## config.mk

```make
export PLATFORM = sky130hd
export DESIGN_NAME = comparador_serie_ctrl_flat
export DESIGN_NICKNAME = d
export VERILOG_FILES = /design/src/rtl/comparador_serie_ctrl_if.sv /design/src/rtl/comparador_serie_ctrl.sv /design/src/flat_wrapper.sv
export SDC_FILE = /design/constraint.sdc
export NUM_CORES = 1
export LEC_CHECK = 0
export CAP_MARGIN = 0
export CORE_MARGIN = 3
export CORE_UTILIZATION = 40
export CTS_CLUSTER_DIAMETER = 120
export DETAILED_ROUTE_END_ITERATION = 7
export PLACE_DENSITY = 0.7
export SLEW_MARGIN = 5
export SYNTH_ARGS = -nofsm -noshare
export SYNTH_HDL_FRONTEND = slang
export SYNTH_SLANG_ARGS = --single-unit
```

## constraint.sdc

```tcl
create_clock -name clk -period 3.4 [get_ports clk]
set_input_delay 1.02 -clock clk [delete_from_list [all_inputs] [get_ports clk]]
set_output_delay 1.02 -clock clk [all_outputs]
set_load 0.01 [all_outputs]
```

## src/rtl/comparador_serie_ctrl_if.sv

```systemverilog
// ---------------------------------------------------------------------------
// comparador_serie_ctrl_if
// Operand/result bus for the serial magnitude comparator controller.
//
// Handshake rule (both channels): a transfer happens at a rising clk edge
// where valid and ready are both 1. A source keeps valid asserted and its
// payload stable until that transfer. A sink may raise or lower ready
// freely; ready never depends combinationally on valid.
//
// Signals
//   in_valid  / in_ready   : operand channel (a, b)
//   out_valid / out_ready  : result channel (mayor, menor, igual)
// Modports
//   master : operand producer / result consumer (testbench, upstream logic)
//   slave  : the comparator controller
// ---------------------------------------------------------------------------
interface comparador_serie_ctrl_if #(
   parameter int WIDTH = 8
);
   logic             in_valid;
   logic             in_ready;
   logic [WIDTH-1:0] a;
   logic [WIDTH-1:0] b;
   logic             out_valid;
   logic             out_ready;
   logic             mayor;
   logic             menor;
   logic             igual;

   modport master (
      output in_valid, a, b, out_ready,
      input  in_ready, out_valid, mayor, menor, igual
   );

   modport slave (
      input  in_valid, a, b, out_ready,
      output in_ready, out_valid, mayor, menor, igual
   );
endinterface

```

## src/rtl/comparador_serie_ctrl.sv

```systemverilog
// ---------------------------------------------------------------------------
// comparador_serie_ctrl
// Sequencer around one registered MSB-first magnitude comparator cell. The
// operands are captured on acceptance and fed to the cell one bit pair per
// clock, replacing a WIDTH-cell combinational chain.
//
// Ports
//   clk          : clock, all state changes on the rising edge
//   rst_n        : synchronous active-low reset
//   bus          : comparador_serie_ctrl_if.slave (operand in, result out)
//   busy         : comparison in progress (state RUN)
//   o_state_dbg  : current FSM state (0 IDLE, 1 RUN, 2 DONE)
//
// Optional feature: define COMPARADOR_SALIDA_TEMPRANA_EN to finish as soon as
// the cell leaves the "equal so far" state instead of always walking all
// WIDTH bits. Equal operands take WIDTH cycles either way.
//
// Cell state (m,n): 11 equal so far, 10 A>B, 01 A<B, 00 unreachable (no flag).
// ---------------------------------------------------------------------------
module comparador_serie_ctrl #(
   parameter int WIDTH = 8,
   localparam int CNT_W = $clog2(WIDTH)
) (
   input  logic                   clk,
   input  logic                   rst_n,
   comparador_serie_ctrl_if.slave bus,
   output logic                   busy,
   output logic [1:0]             o_state_dbg
);

   typedef enum logic [1:0] {
      ST_IDLE = 2'd0,
      ST_RUN  = 2'd1,
      ST_DONE = 2'd2
   } state_t;

   state_t             r_state;
   state_t             w_state_nxt;
   logic [WIDTH-1:0]   r_a;
   logic [WIDTH-1:0]   r_b;
   logic [CNT_W-1:0]   r_idx;
   logic               r_m;
   logic               r_n;
   logic               r_mayor;
   logic               r_menor;
   logic               r_igual;

   logic               w_bit_a;
   logic               w_bit_b;
   logic               w_m_nxt;
   logic               w_n_nxt;

   // Comparator cell applied to the current bit pair.
   assign w_bit_a = r_a[r_idx];
   assign w_bit_b = r_b[r_idx];
   assign w_m_nxt = ~r_n | (r_m & (w_bit_a | ~w_bit_b));
   assign w_n_nxt = ~r_m | (r_n & (~w_bit_a | w_bit_b));

   // Next-state and outputs.
   always_comb begin
      w_state_nxt  = r_state;
      bus.in_ready = 1'b0;
      bus.out_valid = 1'b0;
      busy         = 1'b0;
      case (r_state)
         ST_IDLE: begin
            bus.in_ready = 1'b1;
            if (bus.in_valid) w_state_nxt = ST_RUN;
         end
         ST_RUN: begin
            busy = 1'b1;
            if (r_idx == '0) w_state_nxt = ST_DONE;
`ifdef COMPARADOR_SALIDA_TEMPRANA_EN
            // The decision is sticky, so once it is made the rest of the
            // bits cannot change it.
            if (!(w_m_nxt && w_n_nxt)) w_state_nxt = ST_DONE;
`endif
         end
         ST_DONE: begin
            bus.out_valid = 1'b1;
            if (bus.out_ready) w_state_nxt = ST_IDLE;
         end
         default: w_state_nxt = ST_IDLE;
      endcase
   end

   // State register.
   always_ff @(posedge clk) begin
      if (!rst_n) r_state <= ST_IDLE;
      else        r_state <= w_state_nxt;
   end

   // Datapath.
   always_ff @(posedge clk) begin
      if (!rst_n) begin
         r_a     <= '0;
         r_b     <= '0;
         r_idx   <= '0;
         r_m     <= 1'b1;
         r_n     <= 1'b1;
         r_mayor <= 1'b0;
         r_menor <= 1'b0;
         r_igual <= 1'b0;
      end else begin
         case (r_state)
            ST_IDLE: begin
               if (bus.in_valid) begin
                  r_a   <= bus.a;
                  r_b   <= bus.b;
                  r_m   <= 1'b1;
                  r_n   <= 1'b1;
                  r_idx <= CNT_W'(WIDTH - 1);
               end
            end
            ST_RUN: begin
               r_m <= w_m_nxt;
               r_n <= w_n_nxt;
               if (r_idx != '0) r_idx <= r_idx - 1'b1;
               // Flags come from the cell output of the last RUN edge so
               // they are valid in the same cycle out_valid rises.
               if (w_state_nxt == ST_DONE) begin
                  r_igual <= w_m_nxt & w_n_nxt;
                  r_mayor <= w_m_nxt & ~w_n_nxt;
                  r_menor <= ~w_m_nxt & w_n_nxt;
               end
            end
            ST_DONE: begin
               if (bus.out_ready) begin
                  r_mayor <= 1'b0;
                  r_menor <= 1'b0;
                  r_igual <= 1'b0;
               end
            end
            default: ;
         endcase
      end
   end

   assign bus.mayor = r_mayor;
   assign bus.menor = r_menor;
   assign bus.igual = r_igual;
   assign o_state_dbg = r_state;

endmodule

```

## src/flat_wrapper.sv

```systemverilog
// flat-port wrapper written by rule: the top's interface ports become plain ports
module comparador_serie_ctrl_flat 
#(
   parameter int WIDTH = 8,
   localparam int CNT_W = $clog2(WIDTH)
)
  (clk, rst_n, busy, o_state_dbg, bus_in_valid, bus_a, bus_b, bus_out_ready, bus_in_ready, bus_out_valid, bus_mayor, bus_menor, bus_igual);
  comparador_serie_ctrl_if #(.WIDTH(WIDTH)) bus_i ();
  input  logic clk;
  input  logic rst_n;
  output logic busy;
  output logic [1:0] o_state_dbg;
  input wire logic [$bits(bus_i.in_valid)-1:0] bus_in_valid;
  input wire logic [$bits(bus_i.a)-1:0] bus_a;
  input wire logic [$bits(bus_i.b)-1:0] bus_b;
  input wire logic [$bits(bus_i.out_ready)-1:0] bus_out_ready;
  output wire logic [$bits(bus_i.in_ready)-1:0] bus_in_ready;
  output wire logic [$bits(bus_i.out_valid)-1:0] bus_out_valid;
  output wire logic [$bits(bus_i.mayor)-1:0] bus_mayor;
  output wire logic [$bits(bus_i.menor)-1:0] bus_menor;
  output wire logic [$bits(bus_i.igual)-1:0] bus_igual;
  assign bus_i.in_valid = bus_in_valid;
  assign bus_i.a = bus_a;
  assign bus_i.b = bus_b;
  assign bus_i.out_ready = bus_out_ready;
  assign bus_in_ready = bus_i.in_ready;
  assign bus_out_valid = bus_i.out_valid;
  assign bus_mayor = bus_i.mayor;
  assign bus_menor = bus_i.menor;
  assign bus_igual = bus_i.igual;
  comparador_serie_ctrl #(.WIDTH(WIDTH)) u_core (.clk(clk), .rst_n(rst_n), .bus(bus_i), .busy(busy), .o_state_dbg(o_state_dbg));
endmodule
```

==> results of run 1 <==
## final cells by class
class | instances | area (µm²) | area share (%)
clock inverters | 1 | 30.0 | 1.99
repair buffers | 27 | 270 | 17.9
multi-input cells | 96 | 603 | 40.0
well taps | 31 | 38.8 | 2.57
inverters | 6 | 22.5 | 1.49
clock buffers | 3 | 22.5 | 1.49
flip-flops and latches | 26 | 520 | 34.5
## tightest hold or removal path: cells and delay by family (launching register included)
| kind | cells | cell delay, ns |
|---|---|---|
| and+or+nand+nor | 1 | 0.05 |
| DFF | 1 | 0.33 |
| AOI/OAI and AO/OA | 1 | 0.05 |
## final timing paths
kind | startpoint | endpoint | depth (start not counted)
max | u_core.o_state_dbg[0] | busy | 2
max reg2reg | u_core.r_idx[0] | u_core.bus.igual | 6
min reg2reg | u_core.r_a[1] | u_core.r_a[1] | 2
min | u_core.r_a[1] | u_core.r_a[1] | 2
## layer usage
layer | vias up | routed length [µm] | global-route usage [%]
met3 | 4 | 138 | 1.94
met5 | - | 0 | 0
met2 | 29 | 1180 | 25.2
li1 | 516 | - | -
met4 | 0 | 29 | 5.70
met1 | 443 | 1070 | 16.7
## layout by cell type, fill, tap and decap left out, types with 2 or more instances in the layout
cell             count
nand2_1             35
clkdlybuf4s50_1     27
dfxtp_1             26
a21oi_1             21
inv_1                6
nor2_1               6
mux4_1               4
clkbuf_4             3
nor2b_1              2
o21ai_0              2
a22oi_1              2
nor3_1               2
a211oi_1             2
nand2b_1             2
o32ai_1              2
nand3_1              2
ha_1                 2
## flip-flops by register name, indices dropped and copies added, names as in the netlist
signal,flops
u_core.r_a,8
u_core.r_b,8
u_core.r_idx,3
u_core.o_state_dbg,2
u_core.bus.igual,1
u_core.bus.mayor,1
u_core.bus.menor,1
u_core.r_m,1
u_core.r_n,1
## metrics by stage
stage	utilization, %	power (W)	area [µm²]	std cells
floorplan	-	0.000459	1180	134
global placement	52.3	0.000512	1460	186
detailed placement	52.3	0.000516	1460	186
CTS	54.2	0.000727	1510	190
global route	54.2	0.000757	1510	190
finish	54.2	0.000719	1510	190
## power by group through the flow
| stage | sequential [W] | clock, W | combinational, W |
|---|---|---|---|
| after floorplan | 0.000350 | 0 | 0.000109 |
| after global placement | 0.000355 | 0 | 0.000157 |
| after detailed placement | 0.000357 | 0 | 0.000160 |
| after CTS | 0.000350 | 0.000216 | 0.000160 |
| after global routing | 0.000353 | 0.000226 | 0.000178 |
| final | 0.000350 | 0.000210 | 0.000159 |
## cell families after synthesis
logic type	count (synthesis)	share of synthesized area, %
AND/OR/NAND/NOR	53	19.4
flip-flops	26	44.3
multiplexers	6	11.8
XOR/XNOR	1	0.745
adder cells (fa/ha/maj)	2	2.13
AO/OA/AOI/OAI	34	17.2
buffers and inverters	12	4.47
==> flow_summary.ini, run 1 <==
[worst_setup_path]
critPathMaxFanout = 8
worstPathArrival_ns = 1.81
worst-r2r-setup-slack_ns = 1.34
endpoint_kind = primary output
required_ns = 2.38
cpMaxStageDelayCell = clkdlybuf4s50_1
critPathKind = register to primary output
crit_family = buffers and inverters
cp_num_buf_inv = 1
start_kind = register
slowest_delay_ns = 0.62
crit_path_cell_trace = nor2b_1 -> clkdlybuf4s50_1

[routing]
first_iter_violations = 37
wirelength_mm = 2.42
vias = 992
drt-pass1-iter-count = 4
drc_errors = 0
wire_per_inst_um = 12.7
via_per_inst = 5.22
antenna_left = 0

[global_routing]
grt_max_degree = 24
grt_pass1_vias = 895
overflow = 0
grt_pass1_wl_mm = 3.83
grt_usage_pct = 14.1
antenna_found_initial = 0

[power_and_ir_drop]
p_leak_nw = 0.578
p_comb_share_pct = 22.2
clkPwrFrac_pct = 29.2
sequentialPowerShare_pct = 48.6
p_int_w = 0.000531
vdd_drop_max_mv = 0.349
p_sw_w = 0.000188
switching_share_pct = 26.1
power.density_nw_per_um2 = 477

[placed_design]
dp_hpwl_mm = 1.73
portBuffers = 27
gp_congestion = 0.809
place_ws_ns = 0.826

[synth]
synth-seq-area-share_pct = 44.3
synth_cells = 134
synth_top_cell_area_share_pct = 44.3
synth.most_common_cell = nand2_1
synthTopCellsByCount = nand2_1, dfxtp_1, a21oi_1
syn_area_per_cell_um2 = 8.78
synth_cell_type_count = 29
synth-seq-cells = 26
ys.warnings.count = 0
syn_nets = 156
synthFlopType = dfxtp_1
synth_area_um2 = 1180
synth.area.top_cells = dfxtp_1, nand2_1, a21oi_1
synth_edf_count = 0
async_reset_ff_share_pct = 0
yosysTopAreaCell = dfxtp_1

[cts]
root_buffer = clkbuf_4
post_cts_resized = 0
htreeDepth = 1
cts_setup_buffers = 0
holdBufCountCts = 0
cts_sinks = 26
cts_buffers = 3
tritoncts = done
clock_path_buffers = 2
clkTransAtPathRegs_ns = 0.14
insertion_delay_ns = 0.32

[finish]
antenna_cells = 0
drive_gt1_share_pct = 4.40
n_fill_cell = 264
syn_to_final_growth_pct = 28.2
finalNetCount = 182

[sta]
hold_viol_final = 0
tns_ns = 0
slew_headroom_pct = 49.9
slew_violations = 0
tightest_slew_ns = 0.741
setup_ws_ns = 0.574
clock_skew_ns = 0.00905
finalSetupViolCount = 0
fin_crit_sh_pct = 83.1
period_needed_ns = 2.83
clock.fmax_mhz = 354
rsz0062_at_grt = false
whs_ns = 0.459

[die]
start_util_pct = 42.3
design.core.area_um2 = 2780
rows = 19
die_area_um2 = 3630
die_y_um = 60.2
fp.dieW_um = 60.2
io_pins = 28

[hold_path]
hp-class = register to register

[job]
max_cap_viol_count = 0

[status]
status = finished clean
Note: power is estimated with default switching activity, not from simulation.
==> run 2, diff against run 1 <==
--- a/config.mk
+++ b/config.mk
@@ -10,7 +10,7 @@
 export CORE_UTILIZATION = 40
 export CTS_CLUSTER_DIAMETER = 120
 export DETAILED_ROUTE_END_ITERATION = 7
-export PLACE_DENSITY = 0.7
+export PLACE_DENSITY = 0.72
 export SLEW_MARGIN = 5
 export SYNTH_ARGS = -nofsm -noshare
 export SYNTH_HDL_FRONTEND = slang
==> constraint.sdc (replaced) <==
create_clock -name clk -period 2.34 [get_ports clk]
set_input_delay 0.702 -clock clk [delete_from_list [all_inputs] [get_ports clk]]
set_output_delay 0.702 -clock clk [all_outputs]
set_load 0.01 [all_outputs]
==> run 2 against run 1 <==
  * Hold slack improved by 0.0053 ns
  * First-iteration DRC count decreased by 27%
  * Final area increased by 0.75%
  * Critical path type unchanged
  * Highest routed layer unchanged
==> flow_summary.ini, run 2 (synthesis gave the netlist of run 1 again) <==
[status]
status = finished clean

[routing]
wire_per_inst_um = 13.2
drc_errors = 0
vias = 1055
drt-pass1-iter-count = 4
antenna_left = 0
wirelength_mm = 2.56
first_iter_violations = 27
via_per_inst = 5.44

[finish]
final_cell_mix = nand2_1, clkdlybuf4s50_1, dfxtp_1
syn_to_final_growth_pct = 29.1
antenna_cells = 0
drive_gt1_share_pct = 7.98
finalNetCount = 187
final_util_pct = 54.6
multi_input_area_um2 = 606
final_common_cell = nand2_1
top_regs = u_core.r_a x8, u_core.r_b x8, u_core.r_idx x3
seqCellArea_um2 = 522
n_fill_cell = 277

[global_routing]
grt_pass1_wl_mm = 4.13
grt_pass1_vias = 1002
antenna_found_initial = 0
grt_use_met2_pct = 26.5
use_met3_pct = 3.24
met1_usage_pct = 17.4
top_usage_layer = met2
grt_max_degree = 18
grt_usage_pct = 15.0
overflow = 0

[sta]
slew_headroom_pct = 62.4
rsz0062_at_grt = false
tightest_slew_ns = 0.559
clock_skew_ns = 0.00858
slew_violations = 0
fin_crit_sh_pct = 95.9
finalSetupViolCount = 0
period_needed_ns = 2.24
clock.fmax_mhz = 445
tns_ns = 0
hold_viol_final = 0

[cts]
holdBufCountCts = 0
root_buffer = clkbuf_4
tritoncts = done
htreeDepth = 1
cts_setup_buffers = 0
post_cts_resized = 0
cts_sinks = 26
insertion_delay_ns = 0.31
clkTransAtPathRegs_ns = 0.13
clock_path_buffers = 2
cts_buffers = 3

[placed_design]
dp_hpwl_mm = 1.96
gp_congestion = 0.824
portBuffers = 27

[power_and_ir_drop]
p_leak_nw = 0.590
power.density_nw_per_um2 = 615
p_int_w = 0.000668
p_sw_w = 0.000266
sequentialPowerShare_pct = 54.5
switching_share_pct = 28.5
p_comb_share_pct = 26.2
vdd_drop_max_mv = 0.396
clkPwrFrac_pct = 19.3

[die]
start_util_pct = 42.3
rows = 19
design.core.area_um2 = 2780
die_area_um2 = 3630
die_y_um = 60.2
io_pins = 28
fp.dieW_um = 60.2

[worst_setup_path]
required_ns = 1.64
critPathKind = register to primary output
start_kind = register
endpoint_kind = primary output
critPathMaxFanout = 7
worstPathArrival_ns = 1.54

[job]
max_cap_viol_count = 0

[hold_path]
hp-class = register to register
run 2: final cells by class:
class | instances | area share, %
Multi-Input combinational cell | 96 | 39.9
Sequential cell | 26 | 34.3
Timing Repair Buffer | 32 | 20.3
Tap cell | 31 | 2.55
Clock buffer | 3 | 1.48
Inverter | 6 | 1.48
run 2: critical path, cell delays in order, from the launching register on:
cell	delay [ns]
dfxtp_1	0.46
nor2b_2	0.22
clkdlybuf4s50_1	0.56
run 2: routing by layer:
metal | part of all wire (%) | routed length, µm
met1 | 41 | 1060
met2 | 52 | 1320
met3 | 6.6 | 168
met4 | 0.35 | 9
met5 | 0 | 0
run 2: per-stage QoR:
stage | hold WS (ns) | instance area [µm²] | worst slack, ns | total power [W] | instances
2_1_floorplan | 0.432 | 1180 | 0.608 | 0.000666 | 134
3_3_place_gp | 0.440 | 1490 | 0.278 | 0.000752 | 191
3_5_place_dp | 0.447 | 1490 | 0.222 | 0.000764 | 191
4_1_cts | 0.465 | 1520 | 0.0520 | 0.000944 | 194
5_1_grt | 0.483 | 1520 | 0.000160 | 0.000987 | 194
6_report | 0.464 | 1520 | 0.0952 | 0.000934 | 194
run 2: power by group through the flow:
stage               clock [W]  sequential, W  combinational [W]
finish               0.000181       0.000509           0.000245
floorplan                   0       0.000508           0.000158
detailed placement          0       0.000519           0.000245
global placement            0       0.000516           0.000236
CTS                  0.000188       0.000509           0.000246
global route         0.000204       0.000514           0.000269
run 2: worst paths after layout:
| kind | start | endpoint | slack [ns] | cells past startpoint |
|---|---|---|---|---|
| max | u_core.o_state_dbg[1] | bus_out_valid | 0.1 | 2 |
| min | u_core.r_a[6] | u_core.r_a[6] | 0.46 | 2 |
| max reg2reg | u_core.r_idx[0] | u_core.r_m | 0.37 | 4 |
| min reg2reg | u_core.r_a[6] | u_core.r_a[6] | 0.46 | 2 |
